**config.mk**
```make
export PLATFORM = sky130hd
export DESIGN_NAME = rotary_input_filter
export DESIGN_NICKNAME = d
export VERILOG_FILES = /design/src/rtl/rotary_input_filter_debounce_channel.sv /design/src/rtl/rotary_input_filter.sv
export SDC_FILE = /design/constraint.sdc
export NUM_CORES = 1
export LEC_CHECK = 0
export ABC_AREA = 1
export CAP_MARGIN = 10
export CORE_ASPECT_RATIO = 0.75
export CORE_MARGIN = 4
export CORE_UTILIZATION = 50
export DETAILED_ROUTE_END_ITERATION = 8
export DONT_BUFFER_PORTS = 1
export PLACE_DENSITY = 0.65
export SETUP_SLACK_MARGIN = 0.05
export SLEW_MARGIN = 20
export SYNTH_ARGS = -nofsm -noshare
export SYNTH_HDL_FRONTEND = slang
export SYNTH_HIERARCHICAL = 1
export SYNTH_SLANG_ARGS = --single-unit
```
**constraint.sdc**
```tcl
create_clock -name clk -period 1.5 [get_ports clk]
set_input_delay 0.15 -clock clk [delete_from_list [all_inputs] [get_ports clk]]
set_output_delay 0.15 -clock clk [all_outputs]
set_load 0.01 [all_outputs]
```
**src/rtl/rotary_input_filter_debounce_channel.sv**
```systemverilog
// One quadrature contact: two-flop synchroniser, stability counter, filtered
// level and a registered single-cycle change strobe aligned with that level.
module debounce_channel #(
  parameter int DEBOUNCE_CYCLES = 50000
) (
  input  logic clk,
  input  logic rst_n,
  input  logic raw_i,
  output logic filt_o,
  output logic chg_o,
  output logic chg_next_o
);

  localparam int                CNT_W   = $clog2(DEBOUNCE_CYCLES);
  localparam logic [CNT_W-1:0]  CNT_MAX = CNT_W'(DEBOUNCE_CYCLES - 1);

  logic             s1_q, s2_q;
  logic             filt_q, filt_d;
  logic             chg_q, chg_d;
  logic [CNT_W-1:0] cnt_q, cnt_d;

  always_ff @(posedge clk or negedge rst_n) begin
    if (!rst_n) begin
      s1_q   <= 1'b0;
      s2_q   <= 1'b0;
      filt_q <= 1'b0;
      chg_q  <= 1'b0;
      cnt_q  <= '0;
    end else begin
      s1_q   <= raw_i;
      s2_q   <= s1_q;
      filt_q <= filt_d;
      chg_q  <= chg_d;
      cnt_q  <= cnt_d;
    end
  end

  // Any cycle of agreement clears the count, so only an uninterrupted run of
  // DEBOUNCE_CYCLES disagreeing samples moves the filtered level.
  always_comb begin
    filt_d = filt_q;
    chg_d  = 1'b0;
    cnt_d  = '0;
    if (s2_q != filt_q) begin
      if (cnt_q == CNT_MAX) begin
        filt_d = s2_q;
        chg_d  = 1'b1;
      end else begin
        cnt_d = cnt_q + CNT_W'(1);
      end
    end
  end

  assign filt_o     = filt_q;
  assign chg_o      = chg_q;
  assign chg_next_o = chg_d;

endmodule

```
**src/rtl/rotary_input_filter.sv**
```systemverilog
// Input conditioning for the rotary encoder: debounces both quadrature contacts
// and flags the illegal case of both filtered levels changing on one edge.
module rotary_input_filter #(
  parameter int DEBOUNCE_CYCLES = 50000
) (
  input  logic clk,
  input  logic rst_n,
  input  logic rot_a,
  input  logic rot_b,
  output logic rot_a_f,
  output logic rot_b_f,
  output logic a_chg,
  output logic b_chg,
  output logic illegal
);

  logic a_chg_next, b_chg_next;
  logic illegal_q, illegal_d;

  debounce_channel #(
    .DEBOUNCE_CYCLES(DEBOUNCE_CYCLES)
  ) u_chan_a (
    .clk       (clk),
    .rst_n     (rst_n),
    .raw_i     (rot_a),
    .filt_o    (rot_a_f),
    .chg_o     (a_chg),
    .chg_next_o(a_chg_next)
  );

  debounce_channel #(
    .DEBOUNCE_CYCLES(DEBOUNCE_CYCLES)
  ) u_chan_b (
    .clk       (clk),
    .rst_n     (rst_n),
    .raw_i     (rot_b),
    .filt_o    (rot_b_f),
    .chg_o     (b_chg),
    .chg_next_o(b_chg_next)
  );

  // Built from the next-state strobes so it lands in the same cycle as a_chg/b_chg.
  assign illegal_d = a_chg_next & b_chg_next;

  always_ff @(posedge clk or negedge rst_n) begin
    if (!rst_n) begin
      illegal_q <= 1'b0;
    end else begin
      illegal_q <= illegal_d;
    end
  end

  assign illegal = illegal_q;

endmodule
```
# Yosys cells after proc, flatten, opt, wreduce, memory -nomap -nowiden
# Index checks and enable logic that the tools add are counted.
# word_totals
register_bits,41
input_bits,4
output_inout_bits,5
wordCells,28
# classes
addsub,2
n_eq_ne,4
mux,8
bitwise,1
n_reduce_logical,2
# ops
operator,count
16-bit 2-to-1 mux,4
"16-bit by 1-bit adder with 16-bit output, second input constant",2
"16-bit == test, second input constant",2
1-bit 2-to-1 mux,4
2-bit AND reduction,2
1-bit != test,2
1-bit bitwise AND,1

# Longest topological paths before layout
# Gate-level depths: netlist (run 1).
# logic_depth
ltp_word,4
depth_mapped,7
mapped_depth_nobuf,7

# Cells and area by module
# The synthesis (run 1) kept the hierarchy.
# modules_own_cells
mod,n_inst,cells_each,area_per_inst_um2,seq_area_each_um2
debounce_channel,2,123,1044.8,500.5
rotary_input_filter,1,3,32.5,25.0

# Worst setup path after synthesis (run 1)
# OpenSTA, ideal clock, no wires.
# synth_timing
path_kind,reg-to-reg
startpoint,reg u_chan_a.cnt_q[0]
endpoint,reg illegal_q (netlist: illegal)
setup_ps,63
t_arrival_ps,1223
t_required_ps,1437
path_slack_ps,214
path_stages_with_launch,8
path_buffers,0
period_less_slack_ps,1286
cell_sequence,dfrtp_1 -> ha_1 -> nand3_4 -> nor2_2 -> nand2_2 -> nor2_1 -> nand2_1 -> inv_1
# synth_via
elab_chain_len,4
# synth_lines
element,line,text
start: declaration,rotary_input_filter_debounce_channel.sv:20,"logic [CNT_W-1:0] cnt_q, cnt_d;"
start signal: assignment,rotary_input_filter_debounce_channel.sv:34,cnt_q <= cnt_d;
16-bit == test,rotary_input_filter_debounce_channel.sv:45,if (cnt_q == CNT_MAX) begin
1-bit 2-to-1 mux,rotary_input_filter_debounce_channel.sv:45,
1-bit 2-to-1 mux,rotary_input_filter_debounce_channel.sv:44,if (s2_q != filt_q) begin
via a_chg_next,rotary_input_filter.sv:17,"logic a_chg_next, b_chg_next;"
1-bit bitwise AND,rotary_input_filter.sv:43,assign illegal_d = a_chg_next & b_chg_next;
via illegal_d,rotary_input_filter.sv:18,"logic illegal_q, illegal_d;"
end signal: assignment,rotary_input_filter.sv:49,illegal_q <= illegal_d;
end: declaration,rotary_input_filter.sv:18,
# The timed path passes the listed nets, and every way through them passes these cells.
# A chain may end at the register's enable or synchronous reset.

# Final worst setup path (run 1)
# layout_timing
startpoint,reg u_chan_b.cnt_q[1]
endpoint,reg u_chan_b.cnt_q[3]
# layout_via
elab_chain_len,3
elab_cells_between_ends,4
classes_between,add/sub: 1; eq/ne: 1; mux: 2
# layout_lines
element,line
start: declaration,rotary_input_filter_debounce_channel.sv:20
start signal: assignment,rotary_input_filter_debounce_channel.sv:34
16-bit by 1-bit adder with 16-bit output / 16-bit == test (equally long branches),"rotary_input_filter_debounce_channel.sv:49, rotary_input_filter_debounce_channel.sv:45"
16-bit 2-to-1 mux *,rotary_input_filter_debounce_channel.sv:45
16-bit 2-to-1 mux *,rotary_input_filter_debounce_channel.sv:44
via u_chan_b.cnt_d[3],rotary_input_filter_debounce_channel.sv:20
# The timed path passes the listed nets; every way through them passes the cells marked *.

==> results of run 1 <==
==> final cells by class <==
class	instances	area, um2	share of cell area (%)
Timing Repair Buffer	8	80.1	3.35
Multi-Input combinational cell	181	1020	42.9
Clock buffer	7	86.3	3.62
Sequential cell	41	1030	43.0
Inverter	27	101	4.25
Tap cell	55	68.8	2.88
==> metal layers <==
layer / track usage, % / up-vias
li1: - / 813
met1: 27.4 / 691
met2: 20.6 / 48
met3: 4.57 / 5
met4: 4.29 / 0
met5: 0 / -
==> worst paths after layout <==
kind / end / start / slack (ns)
setup reg to reg: u_chan_b/cnt_q[3]$_DFF_PN0_ / u_chan_b/cnt_q[1]$_DFF_PN0_ / 0.17
hold / removal: u_chan_a/cnt_q[9]$_DFF_PN0_ / rst_n / 0.31
max in group asynchronous: u_chan_b/cnt_q[7]$_DFF_PN0_ / rst_n / 0.99
hold reg to reg: u_chan_a/s2_q$_DFF_PN0_ / u_chan_a/s1_q$_DFF_PN0_ / 0.35
setup / recovery: u_chan_b/cnt_q[3]$_DFF_PN0_ / u_chan_b/cnt_q[1]$_DFF_PN0_ / 0.17
min in group clk: u_chan_a/s2_q$_DFF_PN0_ / u_chan_a/s1_q$_DFF_PN0_ / 0.35
==> where the power goes <==
part           total, W  leakage (nW)  internal [W]  switching [W]
combinational  0.000104         0.523     0.0000418      0.0000622
clock          0.000711        0.0443      0.000365       0.000346
sequential      0.00114         0.559       0.00112      0.0000178
total           0.00196          1.13       0.00153       0.000426
==> layout by cell type (no fill, tap or decap) <==
cell	n
nor2_4	2
ha_2	2
inv_1	23
clkbuf_1	1
nor2_1	52
a31oi_1	4
buf_12	1
buf_4	4
dlygate4sd3_1	3
dfrtp_1	41
nand3_1	18
nand3_2	2
nor2_2	16
nand3_4	2
o21bai_1	2
nand2_1	43
nor3_4	2
nand3b_1	2
clkbuf_8	6
nand2_2	3
xnor2_1	8
nand2_4	3
xor2_2	2
inv_2	4
a21oi_1	4
xor2_1	8
nand4_1	6
==> synth_stat cells <==
library cell	n
inv_2	4
nand2_4	2
a31oi_1	4
nand3_4	2
nand2_2	4
xor2_2	2
a21oi_1	4
nand2_1	43
nand4_1	6
nor3_4	2
nand3_1	18
nor2_2	14
xnor2_1	8
o21bai_1	2
nor2_1	56
nand3_2	2
nand3b_1	2
inv_1	23
xor2_1	8
ha_1	2
dfrtp_1	41
==> worst max-delay path, stage by stage (launching register included) <==
cell and delay [ns]:
dfrtp_1 0.38, ha_2 0.23, nand3_4 0.14, nor2_4 0.15, nand2_2 0.13, nand2_4 0.14
nor2_1 0.05
==> through the flow <==
stage | setup WS [ns] | power [W] | utilization (%)
floorplan | 0.214 | 0.00121 | -
global placement | 0.0833 | 0.00123 | 54.4
detailed placement | 0.0777 | 0.00123 | 54.4
CTS | 0.0578 | 0.00199 | 57.8
global route | 0.0635 | 0.00207 | 58.5
finish | 0.172 | 0.00196 | 58.5
==> cell families after synthesis <==
group,count (synthesis),synth area share (%)
and+or+nand+nor,151,34.7
DFF,41,48.3
buffers and inverters,27,4.78
xor gates and xnor gates,18,8.14
AOI/OAI and AO/OA,10,2.83
adders and majority gates,2,1.18
==> what timing repair did <==
action / in CTS / in global routing
setup endpoints to repair: 0 / 20
hold buffers: 4 / 0
gates resized for setup: 0 / 9
hold endpoints to repair: 43 / 0
==> impl_metrics.env, run 1 <==
export IMPL_antenna_cells=0
export IMPL_end_kind="register"
export IMPL_place_port_buffers=0
export IMPL_min_period_over_period_pct=88.5
export IMPL_finalClockSkew_ns=0.00659
export IMPL_clk_path_buf_depth=2
export IMPL_dr_wl_met2_mm=1.44
export IMPL_synth_top_area_share_pct=48.3
export IMPL_setup_violations=0
export IMPL_p_leak_nw=1.13
export IMPL_routedWlPerCell_um=12.5
export IMPL_start_util_pct=52.0
export IMPL_cts_tree="built"
export IMPL_rows=20
export IMPL_fin_crit_ns=1.33
export IMPL_crit_required_ns=1.68
export IMPL_cts_buffers=5
export IMPL_drc=0
export IMPL_core_area_um2=4080
export IMPL_ir_worst_vdd_mv=0.670
export IMPL_cts_sinks=41
export IMPL_grt_remaining_overflow=0
export IMPL_cts_htree_levels=2
export IMPL_max_freq_ghz=0.753
export IMPL_gp_congestion=0.870
export IMPL_layout_drive_gt1_share_pct=18.6
export IMPL_maxCapViolCount=0
export IMPL_grtUsageTotal_pct=16.6
export IMPL_drt_vias_per_instance=4.88
export IMPL_path_max_fanout=7
export IMPL_drtIter0Drc=117
export IMPL_synth_area_top_cells="dfrtp_1 (48%), nor2_1 (9.9%), nand2_1 (7.6%)"
export IMPL_hold_class="in2async"
export IMPL_antenna_found_initial=0
export IMPL_wl_met1_mm=2.21
export IMPL_syn_area_um2=2120
export IMPL_chipWidth_um=83.2
export IMPL_rsz0062_at_grt="false"
export IMPL_netlist_instances=249
export IMPL_worst_pin_slew_ns=0.283
export IMPL_met3_length_um=308
export IMPL_wirelength_mm=3.99
export IMPL_clk_pin_slew_ns=0.07
export IMPL_drv_slew=0
export IMPL_yosysTopAreaCell="dfrtp_1"
export IMPL_top_layer="met4"
export IMPL_io_pins=9
export IMPL_grt_pass1_vias=1443
export IMPL_holdWs_ns=0.314
export IMPL_dieArea_um2=5360
export IMPL_critPathKind="reg2reg"
export IMPL_area_growth_pct=12.5
export IMPL_clock_root_buffer="clkbuf_8"
export IMPL_worstPathArrival_ns=1.51
export IMPL_fill_cells=376
export IMPL_dpl_cell_area_um2=2220
export IMPL_finalNetCount=270
export IMPL_grt_pass1_wl_mm=7.06
export IMPL_startpoint_type="register"
export IMPL_vias=1557
export IMPL_layout_cells_non_filler=319
export IMPL_hpwl_mm=2.91
export IMPL_yosys_warnings=6
export IMPL_post_cts_setup_buffers=0
export IMPL_p_per_area_nw_per_um2=819
export IMPL_top_regs="u_chan_a/cnt_q: 16 flops, u_chan_b/cnt_q: 16 flops"
export IMPL_firstDrtPassIters=4
export IMPL_dp_cells=308
export IMPL_final_cell_area_um2=2390
export IMPL_grt_max_degree=42
export IMPL_ys_types=21
export IMPL_avgSynthCellArea_um2=8.52
export IMPL_synth_fp_nets=255
export IMPL_reg2regPathDepth=6
export IMPL_drtAntennaViolNets=0
export IMPL_clk_latency_ns=0.29
export IMPL_tns_ns=0
export IMPL_finalHoldViolations=0
export IMPL_ys_seq_area_share_pct=48.3
export IMPL_status="completed"
export IMPL_ys_ff_latch=41
export IMPL_relSlewSlack_pct=81.1
export IMPL_die_h_um=64.4
Power figures use the tool's default switching activity.
==> inputs of run 2 (changes only) <==
Settings changed: CTS_CLUSTER_DIAMETER set to 200, DONT_BUFFER_PORTS 1 to not set, PLACE_DENSITY 0.65 to 0.68.
==> impl_metrics.env, run 2 (synthesis results as in run 1) <==
export IMPL_status="completed"
export IMPL_startpoint_type="register"
export IMPL_grt_remaining_overflow=0
export IMPL_mostFrequentLayoutCell="nor2_1"
export IMPL_cp_num_buf_inv=1
export IMPL_start_util_pct=52.0
export IMPL_maxCapViolCount=0
export IMPL_multi_input_area_um2=1030
export IMPL_grt_pass1_wl_mm=7.62
export IMPL_path_cells="clkdlybuf4s50_1"
export IMPL_critPathKind="reg2out"
export IMPL_clk_latency_ns=0.29
export IMPL_setup_violations=0
export IMPL_rsz0062_at_grt="true"
export IMPL_hpwl_mm=3.02
export IMPL_relSlewSlack_pct=72.1
export IMPL_cts_buffers=5
export IMPL_ir_worst_vdd_mv=0.642
export IMPL_place_port_buffers=8
export IMPL_final_core_util_pct=61.4
export IMPL_cts_tree="built"
export IMPL_p_clk_share_pct=42.2
export IMPL_grt_pass1_vias=1572
export IMPL_register_area_um2=1030
export IMPL_p_seq_share_pct=52.8
export IMPL_area_growth_pct=18.0
export IMPL_gp_congestion=0.877
export IMPL_drc=0
export IMPL_clk_pin_slew_ns=0.08
export IMPL_worst_pin_slew_ns=0.419
export IMPL_max_freq_ghz=0.700
export IMPL_cts_sinks=41
export IMPL_routedWlPerCell_um=12.7
export IMPL_crit_required_ns=1.35
export IMPL_hold_class="in2reg"
export IMPL_finalHoldViolations=0
export IMPL_grt_max_degree=26
export IMPL_holdWs_ns=0.295
export IMPL_io_pins=9
export IMPL_clk_path_buf_depth=2
export IMPL_dieArea_um2=5360
export IMPL_grtUsageTotal_pct=18.3
export IMPL_antenna_found_initial=0
export IMPL_p_leak_nw=1.18
export IMPL_worst_path_max_delay_cell="clkdlybuf4s50_1"
export IMPL_clock_root_buffer="clkbuf_8"
export IMPL_swShare_pct=21.2
export IMPL_rows=20
export IMPL_end_kind="primary output"
export IMPL_p_per_area_nw_per_um2=867
export IMPL_chipWidth_um=83.2
export IMPL_cp_top_family="buffers and inverters"
export IMPL_min_period_over_period_pct=95.3
export IMPL_drtIter0Drc=84
export IMPL_finalNetCount=279
export IMPL_switchingPower_w=0.000460
export IMPL_top_regs="u_chan_a/cnt_q: 16 flops, u_chan_b/cnt_q: 16 flops"
export IMPL_cts_htree_levels=2
export IMPL_core_area_um2=4080
export IMPL_worst_path_largest_cell_delay_ns=0.57
export IMPL_wirelength_mm=4.17
export IMPL_antenna_cells=0
export IMPL_drt_vias_per_instance=4.87
export IMPL_drtAntennaViolNets=0
export IMPL_finalClockSkew_ns=0.00863
export IMPL_drv_slew=0
export IMPL_path_max_fanout=3
export IMPL_layout_drive_gt1_share_pct=19.7
export IMPL_layout_common_cells="nor2_1 (52), nand2_1 (43), dfrtp_1 (41), inv_1 (23)"
export IMPL_vias=1601
export IMPL_fill_cells=344
export IMPL_die_h_um=64.4
export IMPL_worstPathArrival_ns=1.28
export IMPL_p_int_w=0.00171
export IMPL_pwr_share_comb_pct=5.0
export IMPL_fin_crit_ns=1.43
export IMPL_firstDrtPassIters=4
==> run 2: cell count changes in the layout (fill, tap and decap cells not counted) <==
cell	delta
ha_2	-2
buf_2	+1
ha_4	+2
nor2_4	-2
nor2_2	+2
dlygate4sd3_1	-2
buf_4	+3
clkdlybuf4s50_1	+7
bufinv_16	+1
==> run 2: final cells by class <==
cell class	instances	area share, %
Inverter	27	4.05
Timing Repair Buffer	17	6.29
Tap cell	55	2.75
Multi-Input combinational cell	181	41.3
Clock buffer	7	3.45
Clock inverter	1	1.20
Sequential cell	41	41.0
==> run 2: metrics by stage <==
stage / area, um2 / setup slack (ns) / cells / total power, W / TNS, ns
final: 2500 / 0.0710 / 329 / 0.00217 / 0
after global routing: 2500 / -0.00534 / 329 / 0.00227 / -0.00779
after CTS: 2450 / 0.0531 / 327 / 0.00219 / 0
after detailed placement: 2320 / 0.0720 / 317 / 0.00126 / 0
after global placement: 2320 / 0.104 / 317 / 0.00126 / 0
after floorplan: 2120 / 0.214 / 249 / 0.00121 / 0
==> run 2: per-layer routing <==
layer  track usage, %  part of all wire (%)  up-vias
li1                 -                     -      827
met1             28.3                    56      731
met2             24.0                    37       36
met3             4.83                   5.4        7
met4             6.94                   1.6        0
met5                0                     0        -
==> run 2: repair_timing <==
item                                   CTS  global route
resized for setup                        0             9
endpoints found under the hold margin   16             0
setup endpoints to repair                1            24
buffers inserted                         1             2
hold buffers                             1             0
pin swaps                                0             1
==> run 2: power by group through the flow <==
stage / Sequential (W) / Clock [W] / Combinational (W)
2_1_floorplan: 0.00116 / 0 / 0.0000469
3_3_place_gp: 0.00116 / 0 / 0.0000969
3_5_place_dp: 0.00116 / 0 / 0.0000983
6_report: 0.00115 / 0.000917 / 0.000109
4_1_cts: 0.00114 / 0.000944 / 0.000100
5_1_grt: 0.00115 / 0.000999 / 0.000126
==> run 2: final timing paths <==
kind,startpoint,slack (ns),cells after the start,to
setup / recovery,u_chan_b/filt_o$_DFFE_PN0P_,0.07,1,rot_b_f
hold / removal,rot_b,0.29,1,u_chan_b/s1_q$_DFF_PN0_
setup reg to reg,u_chan_a/cnt_q[0]$_DFF_PN0_,0.12,7,u_chan_a/cnt_q[10]$_DFF_PN0_
hold reg to reg,u_chan_b/s1_q$_DFF_PN0_,0.37,0,u_chan_b/s2_q$_DFF_PN0_
max in group asynchronous,rst_n,0.71,3,u_chan_b/cnt_q[5]$_DFF_PN0_
min in group asynchronous,rst_n,0.32,2,u_chan_a/cnt_q[10]$_DFF_PN0_
==> inputs of run 3 (changes only) <==
Settings changed: TNS_END_PERCENT set to 20.
==> impl_metrics.env, run 3 (synthesis results as in run 1) <==
export IMPL_drtIter0Drc=69
export IMPL_dieArea_um2=5360
export IMPL_antenna_found_initial=0
export IMPL_finalNetCount=279
export IMPL_drc=0
export IMPL_cts_htree_levels=2
export IMPL_maxCapViolCount=0
export IMPL_worst_pin_slew_ns=0.420
export IMPL_layout_cells_non_filler=329
export IMPL_path_max_fanout=3
export IMPL_grt_remaining_overflow=0
export IMPL_layout_drive_gt1_share_pct=19.3
export IMPL_worstPathArrival_ns=1.28
export IMPL_hold_class="in2reg"
export IMPL_place_port_buffers=8
export IMPL_chipWidth_um=83.2
export IMPL_p_per_area_nw_per_um2=868
export IMPL_status="completed"
export IMPL_clk_path_buf_depth=2
export IMPL_area_growth_pct=17.9
export IMPL_cp_num_buf_inv=1
export IMPL_core_area_um2=4080
export IMPL_tns_ns=0
export IMPL_fin_crit_ns=1.43
export IMPL_critPathKind="reg2out"
export IMPL_relSlewSlack_pct=72.0
export IMPL_cp_top_family="buffers and inverters"
export IMPL_die_h_um=64.4
export IMPL_cts_tree="built"
export IMPL_path_cells="clkdlybuf4s50_1"
export IMPL_routedWlPerCell_um=12.6
export IMPL_worst_path_max_delay_cell="clkdlybuf4s50_1"
export IMPL_p_leak_nw=1.18
export IMPL_setup_violations=0
export IMPL_clock_root_buffer="clkbuf_8"
export IMPL_wirelength_mm=4.16
export IMPL_firstDrtPassIters=4
export IMPL_finalClockSkew_ns=0.00863
export IMPL_clk_latency_ns=0.29
export IMPL_dp_cells=317
export IMPL_antenna_cells=0
export IMPL_rows=20
export IMPL_rsz0062_at_grt="true"
export IMPL_startpoint_type="register"
export IMPL_drtAntennaViolNets=0
export IMPL_drv_slew=0
export IMPL_cts_buffers=5
export IMPL_start_util_pct=52.0
export IMPL_crit_required_ns=1.35
export IMPL_vias=1606
export IMPL_top_regs="u_chan_a/cnt_q: 16 flops, u_chan_b/cnt_q: 16 flops"
export IMPL_grt_pass1_wl_mm=7.62
export IMPL_gp_congestion=0.877
export IMPL_finalHoldViolations=0
export IMPL_grtUsageTotal_pct=18.3
export IMPL_clk_pin_slew_ns=0.08
export IMPL_max_freq_ghz=0.699
export IMPL_ir_worst_vdd_mv=0.642
export IMPL_hpwl_mm=3.02
export IMPL_io_pins=9
export IMPL_end_kind="primary output"
export IMPL_grt_max_degree=26
export IMPL_min_period_over_period_pct=95.3
export IMPL_drt_vias_per_instance=4.88
export IMPL_p_total_w=0.00217
export IMPL_layout_common_cells="nor2_1 (53), nand2_1 (43), dfrtp_1 (41), inv_1 (23), nand3_1 (18)"
export IMPL_final_core_util_pct=61.3
export IMPL_grt_pass1_vias=1572
export IMPL_cts_sinks=41
export IMPL_mostFrequentLayoutCell="nor2_1"
export IMPL_worst_path_largest_cell_delay_ns=0.57
## run 3: cell count changes in the layout (fill, tap and decap cells not counted)
cell    before  now
nor2_1      52   53
nor2_2      18   17
## run 3: what timing repair did
item | in CTS | in global routing
hold buffers | 1 | 0
hold endpoints to repair | 16 | 0
gates resized for setup | 0 | 8
endpoints found under the setup margin | 1 | 24
cloned | 0 | 0
buffers inserted | 1 | 2
pin swaps | 0 | 1
## run 3: layer usage
metal / vias to the layer above / wire (um) / GRT usage (%)
met3: 7 / 241 / 4.83
met1: 734 / 2330 / 28.3
met5: - / 0 / 0
met2: 38 / 1520 / 24.0
met4: 0 / 68 / 6.94
li1: 827 / - / -
## run 3: final cells by class
class / instances / area [um2]
repair buffers: 17 / 158
inverters: 27 / 101
flip-flops and latches: 41 / 1030
well taps: 55 / 68.8
clock buffers: 7 / 86.3
clock inverters: 1 / 30.0
fillers: 345 / 1580
multi-input cells: 181 / 1030
## run 3: power by group
| part | switching (W) | internal (W) |
|---|---|---|
| clock network | 0.000374 | 0.000543 |
| logic | 0.0000620 | 0.0000471 |
| registers | 0.0000240 | 0.00112 |
## run 3: path summary, 6_finish.rpt
kind	startpoint	end	slack [ns]	depth (start not counted)
worst max-delay path	u_chan_b/filt_o$_DFFE_PN0P_	rot_b_f	0.07	1
worst min register to register	u_chan_b/s1_q$_DFF_PN0_	u_chan_b/s2_q$_DFF_PN0_	0.37	0
max in group asynchronous	rst_n	u_chan_b/cnt_q[5]$_DFF_PN0_	0.71	3
min in group asynchronous	rst_n	u_chan_a/cnt_q[10]$_DFF_PN0_	0.32	2
worst min-delay path	rot_b	u_chan_b/s1_q$_DFF_PN0_	0.29	1
worst max register to register	u_chan_a/cnt_q[0]$_DFF_PN0_	u_chan_a/cnt_q[10]$_DFF_PN0_	0.12	7
## run 3: metrics by stage
| stage | setup slack, ns | instance area [um2] | hold slack (ns) |
|---|---|---|---|
| 3_5_place_dp | 0.0720 | 2320 | 0.102 |
| 5_1_grt | -0.00534 | 2500 | 0.291 |
| 6_report | 0.0704 | 2500 | 0.294 |
| 4_1_cts | 0.0531 | 2450 | 0.290 |
| 3_3_place_gp | 0.104 | 2320 | 0.101 |
| 2_1_floorplan | 0.214 | 2120 | -0.146 |
